File: src/rtl/pipe_ctrl_decoder.sv
// ---------------------------------------------------------------------------
// pipe_ctrl_decoder
//
// Main control unit for the five-stage MIPS pipeline. It decodes the ID-stage
// opcode, picks the destination register, and carries the control word through
// the ID/EX, EX/MEM and MEM/WB registers. When an instruction in ID reads the
// register a load in EX will write, it stalls the front end for one cycle.
//
// Optional feature (macro DEC_BRANCH_EN):
//   BEQ decode and IF/ID flush on a taken branch resolved in EX.
//   When the macro is not defined:
//     - BEQ decodes as a NOP;
//     - branch_taken_i is ignored;
//     - ifid_flush_o is held at 0.
//
// Ports:
//   clk_i, rst_i               clock, asynchronous active-high reset
//   instr_valid_i, instr_op_i  ID-stage valid flag and opcode
//   rs_i, rt_i, rd_i           ID-stage register fields
//   branch_taken_i             taken branch resolved in EX
//   pc_write_o, ifid_write_o   front-end load enables (low while stalled)
//   ifid_flush_o               clear the IF/ID register
//   ex_alu_op_o, ex_alu_src_o, ex_branch_o   ID/EX control outputs
//   mem_read_o, mem_write_o                  EX/MEM control outputs
//   wb_reg_write_o, wb_mem_to_reg_o          MEM/WB write-back controls
//   wb_wreg_o                                MEM/WB destination register
//   stall_cnt_o                saturating count of load-use stall cycles
// ---------------------------------------------------------------------------
module pipe_ctrl_decoder #(
  parameter int ALUOP_W     = 6,
  parameter int REG_ADDR_W  = 5,
  parameter int STALL_CNT_W = 16
) (
  input  logic                   clk_i,
  input  logic                   rst_i,
  input  logic                   instr_valid_i,
  input  logic [5:0]             instr_op_i,
  input  logic [REG_ADDR_W-1:0]  rs_i,
  input  logic [REG_ADDR_W-1:0]  rt_i,
  input  logic [REG_ADDR_W-1:0]  rd_i,
  input  logic                   branch_taken_i,
  output logic                   pc_write_o,
  output logic                   ifid_write_o,
  output logic                   ifid_flush_o,
  output logic [ALUOP_W-1:0]     ex_alu_op_o,
  output logic                   ex_alu_src_o,
  output logic                   ex_branch_o,
  output logic                   mem_read_o,
  output logic                   mem_write_o,
  output logic                   wb_reg_write_o,
  output logic                   wb_mem_to_reg_o,
  output logic [REG_ADDR_W-1:0]  wb_wreg_o,
  output logic [STALL_CNT_W-1:0] stall_cnt_o
);

  localparam logic [5:0] OP_RTYPE = 6'b000000;
  localparam logic [5:0] OP_ADDI  = 6'b001000;
  localparam logic [5:0] OP_SLTIU = 6'b001001;
  localparam logic [5:0] OP_ORI   = 6'b001101;
  localparam logic [5:0] OP_LW    = 6'b100011;
  localparam logic [5:0] OP_SW    = 6'b101011;
  localparam logic [5:0] OP_BEQ   = 6'b000100;

  // Raw opcode decode, before the valid / $0 qualification.
  logic [ALUOP_W-1:0] w_alu_op;
  logic w_alu_src, w_reg_dst, w_mem_read, w_mem_write;
  logic w_branch, w_reg_write, w_mem_to_reg, w_rt_src;

  always_comb begin
    w_alu_op     = '0;
    w_alu_src    = 1'b0;
    w_reg_dst    = 1'b0;
    w_mem_read   = 1'b0;
    w_mem_write  = 1'b0;
    w_branch     = 1'b0;
    w_reg_write  = 1'b0;
    w_mem_to_reg = 1'b0;
    w_rt_src     = 1'b0;
    case (instr_op_i)
      OP_RTYPE: begin
        w_reg_dst = 1'b1; w_reg_write = 1'b1; w_rt_src = 1'b1;
      end
      OP_ADDI: begin
        w_alu_op = ALUOP_W'(3'd1); w_alu_src = 1'b1; w_reg_write = 1'b1;
      end
      OP_SLTIU: begin
        w_alu_op = ALUOP_W'(3'd2); w_alu_src = 1'b1; w_reg_write = 1'b1;
      end
      OP_ORI: begin
        w_alu_op = ALUOP_W'(3'd3); w_alu_src = 1'b1; w_reg_write = 1'b1;
      end
      OP_LW: begin
        w_alu_op = ALUOP_W'(3'd4); w_alu_src = 1'b1; w_mem_read = 1'b1;
        w_reg_write = 1'b1; w_mem_to_reg = 1'b1;
      end
      OP_SW: begin
        w_alu_op = ALUOP_W'(3'd5); w_alu_src = 1'b1; w_mem_write = 1'b1;
        w_rt_src = 1'b1;
      end
`ifdef DEC_BRANCH_EN
      OP_BEQ: begin
        w_alu_op = ALUOP_W'(3'd6); w_branch = 1'b1; w_rt_src = 1'b1;
      end
`endif
      default: ;
    endcase
  end

  // Qualified control word. A write to $0 is dropped entirely so that
  // downstream forwarding/hazard logic never sees $0 as a producer.
  logic [REG_ADDR_W-1:0] w_wreg_raw;
  logic                  w_wr_keep;
  assign w_wreg_raw = w_reg_dst ? rd_i : rt_i;
  assign w_wr_keep  = instr_valid_i & w_reg_write & (w_wreg_raw != '0);

  // ID/EX, EX/MEM and MEM/WB state.
  logic [ALUOP_W-1:0]     r_ex_alu_op;
  logic                   r_ex_alu_src, r_ex_branch, r_ex_mem_read, r_ex_mem_write;
  logic                   r_ex_reg_write, r_ex_mem_to_reg;
  logic [REG_ADDR_W-1:0]  r_ex_wreg;
  logic                   r_mem_mem_read, r_mem_mem_write, r_mem_reg_write, r_mem_mem_to_reg;
  logic [REG_ADDR_W-1:0]  r_mem_wreg;
  logic                   r_wb_reg_write, r_wb_mem_to_reg;
  logic [REG_ADDR_W-1:0]  r_wb_wreg;
  logic [STALL_CNT_W-1:0] r_stall_cnt;

  // Load-use hazard against the instruction currently in EX.
  logic w_stall, w_flush, w_bubble, w_hold;
  assign w_stall = instr_valid_i & r_ex_mem_read & (r_ex_wreg != '0) &
                   ((r_ex_wreg == rs_i) | (w_rt_src & (r_ex_wreg == rt_i)));

`ifdef DEC_BRANCH_EN
  assign w_flush = branch_taken_i;
`else
  logic w_unused_branch;
  assign w_unused_branch = branch_taken_i;
  assign w_flush = 1'b0;
`endif

  // A flush overrides the stall: the stalled instruction is on the wrong
  // path anyway, so the front end keeps moving and the cycle is not counted.
  assign w_hold   = w_stall & ~w_flush;
  assign w_bubble = w_stall | w_flush;

  assign pc_write_o   = ~w_hold;
  assign ifid_write_o = ~w_hold;
  assign ifid_flush_o = w_flush;

  always_ff @(posedge clk_i or posedge rst_i) begin
    if (rst_i) begin
      r_ex_alu_op      <= '0;
      r_ex_alu_src     <= 1'b0;
      r_ex_branch      <= 1'b0;
      r_ex_mem_read    <= 1'b0;
      r_ex_mem_write   <= 1'b0;
      r_ex_reg_write   <= 1'b0;
      r_ex_mem_to_reg  <= 1'b0;
      r_ex_wreg        <= '0;
      r_mem_mem_read   <= 1'b0;
      r_mem_mem_write  <= 1'b0;
      r_mem_reg_write  <= 1'b0;
      r_mem_mem_to_reg <= 1'b0;
      r_mem_wreg       <= '0;
      r_wb_reg_write   <= 1'b0;
      r_wb_mem_to_reg  <= 1'b0;
      r_wb_wreg        <= '0;
      r_stall_cnt      <= '0;
    end else begin
      if (w_bubble || !instr_valid_i) begin
        r_ex_alu_op     <= '0;
        r_ex_alu_src    <= 1'b0;
        r_ex_branch     <= 1'b0;
        r_ex_mem_read   <= 1'b0;
        r_ex_mem_write  <= 1'b0;
        r_ex_reg_write  <= 1'b0;
        r_ex_mem_to_reg <= 1'b0;
        r_ex_wreg       <= '0;
      end else begin
        r_ex_alu_op     <= w_alu_op;
        r_ex_alu_src    <= w_alu_src;
        r_ex_branch     <= w_branch;
        r_ex_mem_read   <= w_mem_read;
        r_ex_mem_write  <= w_mem_write;
        r_ex_reg_write  <= w_wr_keep;
        r_ex_mem_to_reg <= w_mem_to_reg;
        r_ex_wreg       <= w_wr_keep ? w_wreg_raw : '0;
      end
      // Downstream stages never back-pressure.
      r_mem_mem_read   <= r_ex_mem_read;
      r_mem_mem_write  <= r_ex_mem_write;
      r_mem_reg_write  <= r_ex_reg_write;
      r_mem_mem_to_reg <= r_ex_mem_to_reg;
      r_mem_wreg       <= r_ex_wreg;
      r_wb_reg_write   <= r_mem_reg_write;
      r_wb_mem_to_reg  <= r_mem_mem_to_reg;
      r_wb_wreg        <= r_mem_wreg;
      if (w_hold && (r_stall_cnt != '1))
        r_stall_cnt <= r_stall_cnt + STALL_CNT_W'(1);
    end
  end

  assign ex_alu_op_o     = r_ex_alu_op;
  assign ex_alu_src_o    = r_ex_alu_src;
  assign ex_branch_o     = r_ex_branch;
  assign mem_read_o      = r_mem_mem_read;
  assign mem_write_o     = r_mem_mem_write;
  assign wb_reg_write_o  = r_wb_reg_write;
  assign wb_mem_to_reg_o = r_wb_mem_to_reg;
  assign wb_wreg_o       = r_wb_wreg;
  assign stall_cnt_o     = r_stall_cnt;

endmodule

File: config.mk
export PLATFORM = sky130hd
export DESIGN_NAME = pipe_ctrl_decoder
export DESIGN_NICKNAME = d
export VERILOG_FILES = /design/src/rtl/pipe_ctrl_decoder.sv
export SDC_FILE = /design/constraint.sdc
export NUM_CORES = 1
export LEC_CHECK = 0
export ABC_AREA = 1
export BUFFER_PORTS_ARGS = -buffer_cell sky130_fd_sc_hd__buf_2
export CAP_MARGIN = 20
export CORE_ASPECT_RATIO = 1.25
export CORE_MARGIN = 2
export CORE_UTILIZATION = 34
export DETAILED_ROUTE_END_ITERATION = 7
export PLACE_DENSITY = 0.57
export SLEW_MARGIN = 30
export SYNTH_ARGS = -nofsm -noshare
export SYNTH_HDL_FRONTEND = slang
export SYNTH_SLANG_ARGS = --single-unit
File: constraint.sdc
create_clock -name clk_i -period 3.4 [get_ports clk_i]
set_input_delay 0.17 -clock clk_i [delete_from_list [all_inputs] [get_ports clk_i]]
set_output_delay 0.17 -clock clk_i [all_outputs]
set_load 0.02 [all_outputs]
==> flow_summary.html, run 1 <==
<table>
<tr><th>Metric</th><th>Value</th></tr>
<tr><th colspan="2">CTS</th></tr>
<tr><td>Clock Tree Root</td><td>clkbuf_8</td></tr>
<tr><td>Later-pin clock latency in the skew report</td><td>0.29 ns</td></tr>
<tr><td>Number of H-tree branching levels</td><td>2</td></tr>
<tr><td>Number of post-CTS setup repair buffers</td><td>0</td></tr>
<tr><td>Clk buf depth</td><td>2</td></tr>
<tr><td>Number of buffers inserted by hold repair at cts</td><td>0</td></tr>
<tr><td>Number of resized instances in the post-cts repair step</td><td>0</td></tr>
<tr><td>Clock slew at the register clock pins of the worst setup and hold paths</td><td>0.08 ns</td></tr>
<tr><td>Clk sinks</td><td>43</td></tr>
<tr><td>TritonCTS clock tree</td><td>done</td></tr>
<tr><td>Clock buffers created by TritonCTS</td><td>5</td></tr>
<tr><th colspan="2">Floorplanning</th></tr>
<tr><td>Core footprint</td><td>0.00648 mm²</td></tr>
<tr><td>Overall die area</td><td>0.00732 mm²</td></tr>
<tr><td>Overall die height</td><td>95.1 µm</td></tr>
<tr><td>I/O pins</td><td>61</td></tr>
<tr><td>Number of cell rows</td><td>33</td></tr>
<tr><td>Initial Utilization</td><td>34.9%</td></tr>
<tr><td>Die outline width</td><td>76.9 µm</td></tr>
<tr><th colspan="2">Drt</th></tr>
<tr><td>Final ANT Viol Nets</td><td>0</td></tr>
<tr><td>Total via count in the routed design</td><td>1,955</td></tr>
<tr><td>First-pass detailed-route iteration total</td><td>4</td></tr>
<tr><td>DRC violation count after routing</td><td>0</td></tr>
<tr><td>Avg Vias per Cell</td><td>4.63</td></tr>
<tr><td>Total Wirelength</td><td>4790 µm</td></tr>
<tr><td>Post-DR wirelength/cell</td><td>11.3 µm</td></tr>
<tr><td>Number of DRC markers after the initial detailed-route iteration</td><td>74</td></tr>
<tr><th colspan="2">Critical path</th></tr>
<tr><td>Required time reported for the critical path endpoint</td><td>3.23 ns</td></tr>
<tr><td>Critical path capture point type</td><td>output pin</td></tr>
<tr><td>Crit path max fanout</td><td>19</td></tr>
<tr><td>Critical Path Source</td><td>r_ex_wreg[3]</td></tr>
<tr><td>Startpoint class of the critical path</td><td>flip-flop</td></tr>
<tr><td>Source of the worst register-to-register timing path</td><td>stall_cnt_o[0]</td></tr>
<tr><td>Kind of critical path</td><td>reg -&gt; out</td></tr>
<tr><td>Data arrival at the endpoint of the critical path</td><td>1.98 ns</td></tr>
<tr><th colspan="2">Worst hold path</th></tr>
<tr><td>Kind of path behind the tightest hold check</td><td>in -&gt; async</td></tr>
<tr><th colspan="2">Logic synthesis</th></tr>
<tr><td>Cell area after technology mapping</td><td>0.00226 mm²</td></tr>
<tr><td>Number of enable-type register cells in the synthesized netlist</td><td>0</td></tr>
<tr><td>Number of warnings reported in the yosys synthesis log</td><td>0</td></tr>
<tr><td>Most area-consuming cells after synthesis</td><td>dfrtp_1, nand2_1, nor2_1</td></tr>
<tr><td>Most area-hungry cell type in the Yosys netlist</td><td>dfrtp_1</td></tr>
<tr><td>Synth Instances</td><td>279</td></tr>
<tr><td>Area share of the largest cell type after synthesis</td><td>47.6%</td></tr>
<tr><td>Post-synth top flop</td><td>dfrtp_1</td></tr>
<tr><td>Dominant cell by count in the synthesized netlist</td><td>nand2_1</td></tr>
<tr><td>Number of different library cells in the post-synthesis netlist</td><td>21</td></tr>
<tr><td>Ranking of synthesized cells by instance count</td><td>nand2_1, dfrtp_1, nor2_1</td></tr>
<tr><td>Avg Synthesized Cell Area</td><td>8.10 µm²</td></tr>
<tr><td>Part of the Yosys area used for sequential elements</td><td>47.6%</td></tr>
<tr><td>Share of synthesized flip-flops with an asynchronous set or reset</td><td>100%</td></tr>
<tr><td>Flop and latch count out of synthesis</td><td>43</td></tr>
<tr><th colspan="2">Timing</th></tr>
<tr><td>Slew margin rel.</td><td>59.6%</td></tr>
<tr><td>Worst hold slack</td><td>0.000978 ns</td></tr>
<tr><td>Layout Skew</td><td>0.00354 ns</td></tr>
<tr><td>Number of max-slew violations in the final report</td><td>0</td></tr>
<tr><td>Final-report hold violation count</td><td>0</td></tr>
<tr><td>Maximum operating frequency</td><td>0.464 GHz</td></tr>
<tr><td>Period utilisation layout</td><td>63.3%</td></tr>
<tr><td>Final setup violation count</td><td>0</td></tr>
<tr><td>Shortest clock period the worst path allows after layout</td><td>2.15 ns</td></tr>
<tr><td>Setup TNS</td><td>0 ns</td></tr>
<tr><td>Slew at the pin with the worst max-slew slack</td><td>0.602 ns</td></tr>
<tr><td>RSZ-0062 raised after global routing</td><td>no</td></tr>
<tr><th colspan="2">GRT</th></tr>
<tr><td>Sum of overflow across all layers after global routing</td><td>0</td></tr>
<tr><td>Global-route wire length before repair</td><td>8130 µm</td></tr>
<tr><td>Total Routing Usage GR</td><td>13.9%</td></tr>
<tr><td>Vias in the first global route</td><td>1,852</td></tr>
<tr><td>Antenna violations before repair</td><td>0</td></tr>
<tr><td>Largest net degree at the start of global routing</td><td>44</td></tr>
<tr><th colspan="2">Final layout</th></tr>
<tr><td>Relative area change from synthesis to final layout</td><td>20.2%</td></tr>
<tr><td>Fraction of layout cells with a size suffix above 1</td><td>22.1%</td></tr>
<tr><td>Total area of multi-input combinational cells</td><td>0.00101 mm²</td></tr>
<tr><td>Number of antenna cells inserted</td><td>0</td></tr>
<tr><td>Final net count</td><td>360</td></tr>
<tr><td># fillers</td><td>694</td></tr>
<tr><td>Number of flip-flops under the largest register name</td><td>16</td></tr>
<tr><td>Register area</td><td>0.00108 mm²</td></tr>
<tr><th colspan="2">Power and ir drop</th></tr>
<tr><td>Power Dens Cells</td><td>386 mW/mm²</td></tr>
<tr><td>Peak VDD IR</td><td>0.000156 V</td></tr>
<tr><td>LEAKAGE</td><td>1.50 nW</td></tr>
<tr><th colspan="2">Outcome</th></tr>
<tr><td>Result of the run</td><td>complete, no violations</td></tr>
<tr><th colspan="2">Placed design</th></tr>
<tr><td>Buffers added on ports</td><td>54</td></tr>
<tr><td>Routability congestion estimate</td><td>0.875</td></tr>
<tr><td>DP HPWL</td><td>3510 µm</td></tr>
<tr><th colspan="2">Run</th></tr>
<tr><td>Maximum capacitance violations</td><td>0</td></tr>
</table>
## power breakdown
group	internal, W	total [W]	switching (W)
Sequential	0.000514	0.000515	0.00000131
Clock	0.000294	0.000464	0.000171
Combinational	0.0000231	0.0000692	0.0000460
## layout make-up
type | count | share of cell area [%]
Multi-Input combinational cell | 201 | 37.4
Timing Repair Buffer | 55 | 10.2
Sequential cell | 43 | 39.6
Inverter | 28 | 3.87
Clock inverter | 2 | 2.21
Tap cell | 87 | 4.01
Clock buffer | 6 | 2.67
## metrics by stage
stage | power (W) | area [µm²] | setup slack, ns | utilization, % | std cells
after floorplan | 0.000572 | 2270 | 1.65 | - | 283
after global placement | 0.000595 | 2580 | 1.34 | 39.8 | 414
after detailed placement | 0.000596 | 2580 | 1.33 | 39.8 | 414
after CTS | 0.00107 | 2720 | 1.18 | 41.9 | 422
after global routing | 0.00109 | 2720 | 1.01 | 41.9 | 422
final | 0.00105 | 2720 | 1.25 | 41.9 | 422
## routing by layer
| layer | global-route usage (%) | share of wire [%] | vias to the layer above |
|---|---|---|---|
| li1 | - | - | 987 |
| met1 | 14.2 | 39 | 906 |
| met4 | 4.70 | 1.2 | 0 |
| met5 | 0 | 0 | - |
| met3 | 3.03 | 5.0 | 5 |
| met2 | 27.9 | 55 | 57 |
## critical path, stage by stage (launching register included)
cell and delay, ns:
dfrtp_1 0.44, nor2_1 0.11, nand3_1 0.09, nand3_1 0.08, clkinv_1 0.48, nand2_2 0.29, buf_2 0.20
## placed cells by master, fill, tap and decap left out, drive strengths merged
cell    instances
o21ai           2
ha              1
nand4          23
bufinv          2
clkinv          2
conb            5
inv            26
buf            55
xor2            9
clkbuf          6
nor2           46
xnor2          10
nand2          82
nand3          23
dfrtp          43
## path summary, 6_finish.rpt
check | endpoint | slack [ns] | cells past startpoint
setup / recovery | ifid_write_o | 1.25 | 6
hold / removal | stall_cnt_o[4] | 0.001 | 3
setup reg to reg | stall_cnt_o[1] | 1.33 | 7
hold reg to reg | wb_reg_write_o | 0.35 | 0
max in group asynchronous | mem_write_o | 3.02 | 3
min in group clk_i | ex_alu_op_o[1] | 0.17 | 3
## kinds of logic after synthesis
logic type	after synthesis	synth area share, %
AND/OR/NAND/NOR	174	35.2
adder cells (fa/ha/maj)	1	0.554
buffers and inverters	39	8.14
flip-flops	43	47.6
XOR/XNOR	19	7.36
AO/OA/AOI/OAI	2	0.941
other	1	0.166
Power figures use the tool's default switching activity.
==> run 2, diff against run 1 <==
--- a/config.mk
+++ b/config.mk
@@ -12,7 +12,7 @@
 export CORE_MARGIN = 2
 export CORE_UTILIZATION = 34
 export DETAILED_ROUTE_END_ITERATION = 7
-export PLACE_DENSITY = 0.57
+export PLACE_DENSITY = 0.59
 export SLEW_MARGIN = 30
 export SYNTH_ARGS = -nofsm -noshare
 export SYNTH_HDL_FRONTEND = slang
==> constraint.sdc (replaced) <==
create_clock -name clk_i -period 1.75 [get_ports clk_i]
set_input_delay 0.0875 -clock clk_i [delete_from_list [all_inputs] [get_ports clk_i]]
set_output_delay 0.0875 -clock clk_i [all_outputs]
set_load 0.02 [all_outputs]
==> run 2 against run 1 <==
- sequential power rose by 94%
- combinational power up 99%
- critical path depth unchanged
- via count grew 3.0%
- first-iteration DRC count is 30% higher
- non-clock buffer count is 15 higher
- count of clock-buffer cells in the layout unchanged
- die area is the same
- routed wire length up 4.0%
- register-to-register slack got worse by 1.1 ns
- final cell count grew 3.6%
- largest power group unchanged
==> flow_summary.html, run 2 (same netlist as run 1, synthesis figures left out) <==
<table>
<tr><th>Metric</th><th>Value</th></tr>
<tr><th colspan="2">Timing</th></tr>
<tr><td>Setup slack of the critical path after layout</td><td>0.150 ns</td></tr>
<tr><td>Shortest clock period the worst path allows after layout</td><td>1.60 ns</td></tr>
<tr><td>Slew at the pin with the worst max-slew slack</td><td>0.530 ns</td></tr>
<tr><td>Maximum operating frequency</td><td>0.625 GHz</td></tr>
<tr><td>RSZ-0062 raised after global routing</td><td>no</td></tr>
<tr><td>Final setup violation count</td><td>0</td></tr>
<tr><td>Period utilisation layout</td><td>91.5%</td></tr>
<tr><td>Slew margin rel.</td><td>64.7%</td></tr>
<tr><td>Layout Skew</td><td>0.00842 ns</td></tr>
<tr><td>Setup TNS</td><td>0 ns</td></tr>
<tr><td>Final-report hold violation count</td><td>0</td></tr>
<tr><td>Number of max-slew violations in the final report</td><td>0</td></tr>
<tr><th colspan="2">Floorplanning</th></tr>
<tr><td>Initial Utilization</td><td>34.9%</td></tr>
<tr><td>Core footprint</td><td>0.00648 mm²</td></tr>
<tr><td>Overall die area</td><td>0.00732 mm²</td></tr>
<tr><td>Overall die height</td><td>95.1 µm</td></tr>
<tr><td>I/O pins</td><td>61</td></tr>
<tr><td>Number of cell rows</td><td>33</td></tr>
<tr><td>Die outline width</td><td>76.9 µm</td></tr>
<tr><th colspan="2">CTS</th></tr>
<tr><td>Clock slew at the register clock pins of the worst setup and hold paths</td><td>0.08 ns</td></tr>
<tr><td>Clk sinks</td><td>43</td></tr>
<tr><td>Number of H-tree branching levels</td><td>2</td></tr>
<tr><td>Clock buffers created by TritonCTS</td><td>5</td></tr>
<tr><td>Later-pin clock latency in the skew report</td><td>0.30 ns</td></tr>
<tr><td>TritonCTS clock tree</td><td>done</td></tr>
<tr><td>Clock Tree Root</td><td>clkbuf_8</td></tr>
<tr><td>Clk buf depth</td><td>2</td></tr>
<tr><th colspan="2">Placed design</th></tr>
<tr><td>Worst slack after detailed placement</td><td>0.211 ns</td></tr>
<tr><td>Area of placed instances</td><td>0.00267 mm²</td></tr>
<tr><td>Buffers added on ports</td><td>54</td></tr>
<tr><td>Routability congestion estimate</td><td>0.867</td></tr>
<tr><td>DP HPWL</td><td>3820 µm</td></tr>
<tr><th colspan="2">GRT</th></tr>
<tr><td>Total Routing Usage GR</td><td>14.4%</td></tr>
<tr><td>Global-route wire length before repair</td><td>8210 µm</td></tr>
<tr><td>Sum of overflow across all layers after global routing</td><td>0</td></tr>
<tr><td>Antenna violations before repair</td><td>0</td></tr>
<tr><td>Vias in the first global route</td><td>1,861</td></tr>
<tr><td>Largest net degree at the start of global routing</td><td>44</td></tr>
<tr><th colspan="2">Run</th></tr>
<tr><td>Maximum capacitance violations</td><td>0</td></tr>
<tr><th colspan="2">Power and ir drop</th></tr>
<tr><td>Internal power component</td><td>0.00152 W</td></tr>
<tr><td>Sw Ratio</td><td>22.5%</td></tr>
<tr><td>Gate power share</td><td>7.1%</td></tr>
<tr><td>Peak VDD IR</td><td>0.000317 V</td></tr>
<tr><td>Power Dens Cells</td><td>694 mW/mm²</td></tr>
<tr><td>Net switching power</td><td>0.000440 W</td></tr>
<tr><td>LEAKAGE</td><td>1.57 nW</td></tr>
<tr><td>Portion of total power attributed to the clock network</td><td>41.8%</td></tr>
<tr><td>Part of the power in registers</td><td>51.2%</td></tr>
<tr><th colspan="2">Critical path</th></tr>
<tr><td>Largest stage delay on the critical path</td><td>0.43 ns</td></tr>
<tr><td>Crit path max fanout</td><td>4</td></tr>
<tr><td>Data arrival at the endpoint of the critical path</td><td>1.51 ns</td></tr>
<tr><td>Critical path capture point type</td><td>output pin</td></tr>
<tr><td>Kind of critical path</td><td>reg -&gt; out</td></tr>
<tr><td>Crit path cell chain</td><td>xor2_1 &gt; nor2_1 &gt; nand2_1 &gt; o21ai_4 &gt; nand2_2 &gt; buf_2</td></tr>
<tr><td>Startpoint class of the critical path</td><td>flip-flop</td></tr>
<tr><td>Cell family with the largest share of critical-path delay</td><td>flip-flops</td></tr>
<tr><td>Library cell contributing the largest single delay on the critical path</td><td>dfrtp_1</td></tr>
<tr><td>Required time reported for the critical path endpoint</td><td>1.66 ns</td></tr>
<tr><td>Buffers plus inverters on the worst setup path</td><td>1</td></tr>
<tr><th colspan="2">Final layout</th></tr>
<tr><td>Relative area change from synthesis to final layout</td><td>24.8%</td></tr>
<tr><td>Number of antenna cells inserted</td><td>0</td></tr>
<tr><td>Post-route standard cell area excluding fillers</td><td>0.00282 mm²</td></tr>
<tr><td>Most common cell after layout, fill and taps aside</td><td>nand2_1</td></tr>
<tr><td>Fraction of layout cells with a size suffix above 1</td><td>25.7%</td></tr>
<tr><td># fillers</td><td>666</td></tr>
<tr><td>Highest-count cells in the layout ignoring fill and taps</td><td>nand2_1, buf_2, dfrtp_1, nor2_1, inv_1</td></tr>
<tr><td>Final net count</td><td>375</td></tr>
<tr><td>Number of flip-flops under the largest register name</td><td>16</td></tr>
<tr><th colspan="2">Drt</th></tr>
<tr><td>DRC violation count after routing</td><td>0</td></tr>
<tr><td>Post-DR wirelength/cell</td><td>11.4 µm</td></tr>
<tr><td>Final ANT Viol Nets</td><td>0</td></tr>
<tr><td>Avg Vias per Cell</td><td>4.61</td></tr>
<tr><td>First-pass detailed-route iteration total</td><td>4</td></tr>
<tr><td>Number of DRC markers after the initial detailed-route iteration</td><td>96</td></tr>
<tr><td>Total via count in the routed design</td><td>2,013</td></tr>
<tr><td>Total Wirelength</td><td>4980 µm</td></tr>
<tr><th colspan="2">Outcome</th></tr>
<tr><td>Result of the run</td><td>complete, no violations</td></tr>
<tr><th colspan="2">Worst hold path</th></tr>
<tr><td>Kind of path behind the tightest hold check</td><td>in -&gt; reg</td></tr>
</table>
run 2: final timing paths:
kind	slack [ns]	start	endpoint	cells after the start
worst max register to register	0.21	r_ex_wreg[2]	stall_cnt_o[0]	8
worst min-delay path	0.08	instr_op_i[3]	ex_alu_op_o[1]	3
max in group asynchronous	0.90	rst_i	r_ex_wreg[3]	4
worst min register to register	0.35	r_mem_wreg[1]	wb_wreg_o[1]	0
worst max-delay path	0.15	r_ex_wreg[2]	pc_write_o	6
min in group asynchronous	0.46	rst_i	stall_cnt_o[8]	4
run 2: through the flow:
stage | hold WS (ns) | instances | util, % | total power, W
after floorplan | 0.229 | 283 | - | 0.00111
after global placement | 0.245 | 425 | 41.1 | 0.00116
after detailed placement | 0.249 | 425 | 41.1 | 0.00116
after CTS | 0.0685 | 434 | 43.1 | 0.00199
after global routing | 0.0980 | 437 | 43.5 | 0.00205
final | 0.0823 | 437 | 43.5 | 0.00196
run 2: area by class of cell:
class	instances	area, µm²	area share [%]
tap	87	109	3.86
sequential	43	1080	38.2
timing repair buffer	70	393	13.9
multi-input combinational	201	1010	36.0
clock buffer	6	82.6	2.93
inverter	28	105	3.73
clock inverter	2	38.8	1.38
run 2: repair_timing:
| action | CTS | global route |
|---|---|---|
| setup buffers | 0 | 3 |
| resized for setup | 0 | 1 |
| setup endpoints to repair | 0 | 2 |
| hold buffers | 1 | 0 |
| hold endpoints to repair | 43 | 0 |
run 2: worst register-to-register path, cell delays in order, from the launching register on:
cell	delay (ns)
dfrtp_1	0.43
xor2_1	0.18
nor2_1	0.09
nand2_1	0.09
o21ai_4	0.18
buf_4	0.15
nand3_4	0.16
nand2_1	0.11
nand2_1	0.05
run 2: per-layer routing:
layer | global-route usage, % | vias to the layer above | share of wire (%)
met5 | 0 | - | 0
met4 | 6.52 | 0 | 1.5
met3 | 2.56 | 5 | 3.8
met2 | 27.3 | 53 | 53
met1 | 15.6 | 940 | 42
li1 | - | 1015 | -
run 2: power groups by stage:
stage	sequential [W]	clock, W	combinational (W)
2_1_floorplan	0.00102	0	0.0000876
3_3_place_gp	0.00102	0	0.000136
3_5_place_dp	0.00102	0	0.000138
4_1_cts	0.00100	0.000849	0.000140
5_1_grt	0.00100	0.000889	0.000158
6_report	0.00100	0.000817	0.000138
==> run 3, diff against run 2 <==
--- a/config.mk
+++ b/config.mk
@@ -10,9 +10,9 @@
 export CAP_MARGIN = 20
 export CORE_ASPECT_RATIO = 1.25
 export CORE_MARGIN = 2
-export CORE_UTILIZATION = 34
+export CORE_UTILIZATION = 40
 export DETAILED_ROUTE_END_ITERATION = 7
-export PLACE_DENSITY = 0.59
+export PLACE_DENSITY = 0.67
 export SLEW_MARGIN = 30
 export SYNTH_ARGS = -nofsm -noshare
 export SYNTH_HDL_FRONTEND = slang
==> run 3 against run 2 <==
- worst setup slack worse by 0.020 ns
- critical path depth unchanged
- die area fell by 14%
- via count increased by 0.35%
- final cell count decreased by 6.6%
- clock power down 9.1%
- sequential share of layout area up 1.1 points
- total power decreased by 3.8%
- register-to-register slack worse by 0.03 ns
- sequential power barely moved
- non-clock buffer count is 5 lower
- critical path type unchanged
==> flow_summary.html, run 3 (same netlist as run 1, synthesis figures left out) <==
<table>
<tr><th>Metric</th><th>Value</th></tr>
<tr><th colspan="2">GRT</th></tr>
<tr><td>Antenna violations before repair</td><td>0</td></tr>
<tr><td>Total Routing Usage GR</td><td>16.8%</td></tr>
<tr><td>Largest net degree at the start of global routing</td><td>44</td></tr>
<tr><td>Global-route wire length before repair</td><td>8270 µm</td></tr>
<tr><td>Sum of overflow across all layers after global routing</td><td>0</td></tr>
<tr><td>Vias in the first global route</td><td>1,929</td></tr>
<tr><th colspan="2">CTS</th></tr>
<tr><td>Later-pin clock latency in the skew report</td><td>0.29 ns</td></tr>
<tr><td>Clock Tree Root</td><td>clkbuf_8</td></tr>
<tr><td>Clock buffers created by TritonCTS</td><td>5</td></tr>
<tr><td>Clk buf depth</td><td>2</td></tr>
<tr><td>Number of H-tree branching levels</td><td>2</td></tr>
<tr><td>Clock slew at the register clock pins of the worst setup and hold paths</td><td>0.08 ns</td></tr>
<tr><td>Clk sinks</td><td>43</td></tr>
<tr><td>TritonCTS clock tree</td><td>done</td></tr>
<tr><th colspan="2">Drt</th></tr>
<tr><td>Post-DR wirelength/cell</td><td>11.8 µm</td></tr>
<tr><td>Avg Vias per Cell</td><td>4.95</td></tr>
<tr><td>Total Wirelength</td><td>4820 µm</td></tr>
<tr><td>Final ANT Viol Nets</td><td>0</td></tr>
<tr><td>First-pass detailed-route iteration total</td><td>4</td></tr>
<tr><td>Number of DRC markers after the initial detailed-route iteration</td><td>125</td></tr>
<tr><td>DRC violation count after routing</td><td>0</td></tr>
<tr><td>Total via count in the routed design</td><td>2,020</td></tr>
<tr><th colspan="2">Critical path</th></tr>
<tr><td>Data arrival at the endpoint of the critical path</td><td>1.53 ns</td></tr>
<tr><td>Required time reported for the critical path endpoint</td><td>1.66 ns</td></tr>
<tr><td>Number of cells on the worst reg-to-reg path</td><td>8</td></tr>
<tr><td>Source of the worst register-to-register timing path</td><td>stall_cnt_o[0]</td></tr>
<tr><td>Critical path capture point type</td><td>output pin</td></tr>
<tr><td>Kind of critical path</td><td>reg -&gt; out</td></tr>
<tr><td>Worst R2R Setup Slack</td><td>0.18 ns</td></tr>
<tr><td>Startpoint class of the critical path</td><td>flip-flop</td></tr>
<tr><td>Crit path max fanout</td><td>4</td></tr>
<tr><td>Destination of the worst register-to-register timing path</td><td>stall_cnt_o[3]</td></tr>
<tr><th colspan="2">Floorplanning</th></tr>
<tr><td>Overall die height</td><td>88.0 µm</td></tr>
<tr><td>Die outline width</td><td>71.2 µm</td></tr>
<tr><td>Initial Utilization</td><td>41.5%</td></tr>
<tr><td>Number of cell rows</td><td>30</td></tr>
<tr><td>Overall die area</td><td>0.00627 mm²</td></tr>
<tr><td>I/O pins</td><td>61</td></tr>
<tr><td>Core footprint</td><td>0.00544 mm²</td></tr>
<tr><th colspan="2">Timing</th></tr>
<tr><td>Setup TNS</td><td>0 ns</td></tr>
<tr><td>RSZ-0062 raised after global routing</td><td>no</td></tr>
<tr><td>Maximum operating frequency</td><td>0.617 GHz</td></tr>
<tr><td>Worst hold slack</td><td>0.0832 ns</td></tr>
<tr><td>Period utilisation layout</td><td>92.6%</td></tr>
<tr><td>Final-report hold violation count</td><td>0</td></tr>
<tr><td>Number of max-slew violations in the final report</td><td>0</td></tr>
<tr><td>Shortest clock period the worst path allows after layout</td><td>1.62 ns</td></tr>
<tr><td>Layout Skew</td><td>0.00505 ns</td></tr>
<tr><td>Final setup violation count</td><td>0</td></tr>
<tr><td>Slew at the pin with the worst max-slew slack</td><td>0.524 ns</td></tr>
<tr><td>Slew margin rel.</td><td>65.1%</td></tr>
<tr><th colspan="2">Final layout</th></tr>
<tr><td>Final net count</td><td>370</td></tr>
<tr><td>Relative area change from synthesis to final layout</td><td>21.2%</td></tr>
<tr><td>Post-route standard cell area excluding fillers</td><td>0.00274 mm²</td></tr>
<tr><td>Fraction of layout cells with a size suffix above 1</td><td>24.4%</td></tr>
<tr><td># fillers</td><td>538</td></tr>
<tr><td>Filler-free cell count of the finished design</td><td>408</td></tr>
<tr><td>Highest-count cells in the layout ignoring fill and taps</td><td>nand2_1, buf_2, dfrtp_1, nor2_1, inv_1</td></tr>
<tr><td>Number of flip-flops under the largest register name</td><td>16</td></tr>
<tr><td>Number of antenna cells inserted</td><td>0</td></tr>
<tr><td>Most common cell after layout, fill and taps aside</td><td>nand2_1</td></tr>
<tr><th colspan="2">Run</th></tr>
<tr><td>Maximum capacitance violations</td><td>0</td></tr>
<tr><th colspan="2">Power and ir drop</th></tr>
<tr><td>Peak VDD IR</td><td>0.000267 V</td></tr>
<tr><td>LEAKAGE</td><td>1.54 nW</td></tr>
<tr><td>Power Dens Cells</td><td>687 mW/mm²</td></tr>
<tr><td>Power after layout</td><td>0.00188 W</td></tr>
<tr><th colspan="2">Placed design</th></tr>
<tr><td>Buffers added on ports</td><td>54</td></tr>
<tr><td>Number of instances in the placed design</td><td>398</td></tr>
<tr><td>Area of placed instances</td><td>0.00261 mm²</td></tr>
<tr><td>Routability congestion estimate</td><td>0.856</td></tr>
<tr><td>DP HPWL</td><td>3640 µm</td></tr>
<tr><th colspan="2">Worst hold path</th></tr>
<tr><td>Startpoint of the worst hold path</td><td>instr_op_i[3]</td></tr>
<tr><td>Depth of the worst hold-timing path</td><td>3</td></tr>
<tr><td>Hold worst-path end</td><td>ex_alu_op_o[1]</td></tr>
<tr><td>Kind of path behind the tightest hold check</td><td>in -&gt; reg</td></tr>
<tr><th colspan="2">Outcome</th></tr>
<tr><td>Result of the run</td><td>complete, no violations</td></tr>
</table>
-- run 3: changes by cell type in the layout (fill, tap and decap cells not counted), sizes merged --
cell	before	now
inv	27	26
buf	69	64
-- run 3: power breakdown --
part	internal [W]	switching, W
clock	0.000418	0.000325
combinational	0.0000475	0.0000899
sequential	0.000998	0.00000265
total	0.00146	0.000417
-- run 3: per-stage QoR --
step                utilization (%)  worst slack, ns
floorplan                         -          0.00263
global placement               47.9            0.170
detailed placement             47.9            0.157
CTS                            50.0           0.0783
global route                   50.3          0.00605
finish                         50.3            0.130
-- run 3: critical path: stages (launching register included) --
cell and delay (ns):
dfrtp_1 0.43, xor2_1 0.17, nor2_1 0.11, nand2_1 0.10, o21ai_4 0.18, nand2_2 0.10
buf_2 0.17
-- run 3: final cells by class --
class,count,area (µm²),share of cell area [%]
sequential,43,1080,39.3
multi-input combinational,201,1020,37.2
timing repair buffer,65,355,13.0
inverter,28,106,3.88
tap,64,80.1,2.93
clock buffer,6,72.6,2.65
clock inverter,1,30.0,1.10
-- run 3: per-layer routing --
metal | routed length [µm] | vias to the layer above | global-route usage, %
met5 | 0 | - | 0
met4 | 98 | 0 | 7.38
met3 | 311 | 8 | 3.68
met2 | 2500 | 67 | 31.7
met1 | 1910 | 944 | 17.6
li1 | - | 1001 | -
-- run 3: worst max path at each step --
stage                                  to           start  depth (start not counted)
after floorplan            stall_cnt_o[9]  stall_cnt_o[0]                          7
after CTS                      pc_write_o    r_ex_wreg[2]                          6
after global routing           pc_write_o    r_ex_wreg[0]                          6
after detailed placement   r_ex_reg_write    r_ex_wreg[0]                          7
final                        ifid_write_o    r_ex_wreg[2]                          6
after global placement    stall_cnt_o[10]  stall_cnt_o[1]                          8
-- run 3: what timing repair did --
item / 4_1_cts / 5_1_grt
pin swaps: 0 / 1
hold endpoints to repair: 43 / 0
setup endpoints to repair: 2 / 9
hold buffers: 1 / 0
gates cloned: 0 / 0
resized for setup: 1 / 1
buffers inserted: 0 / 2
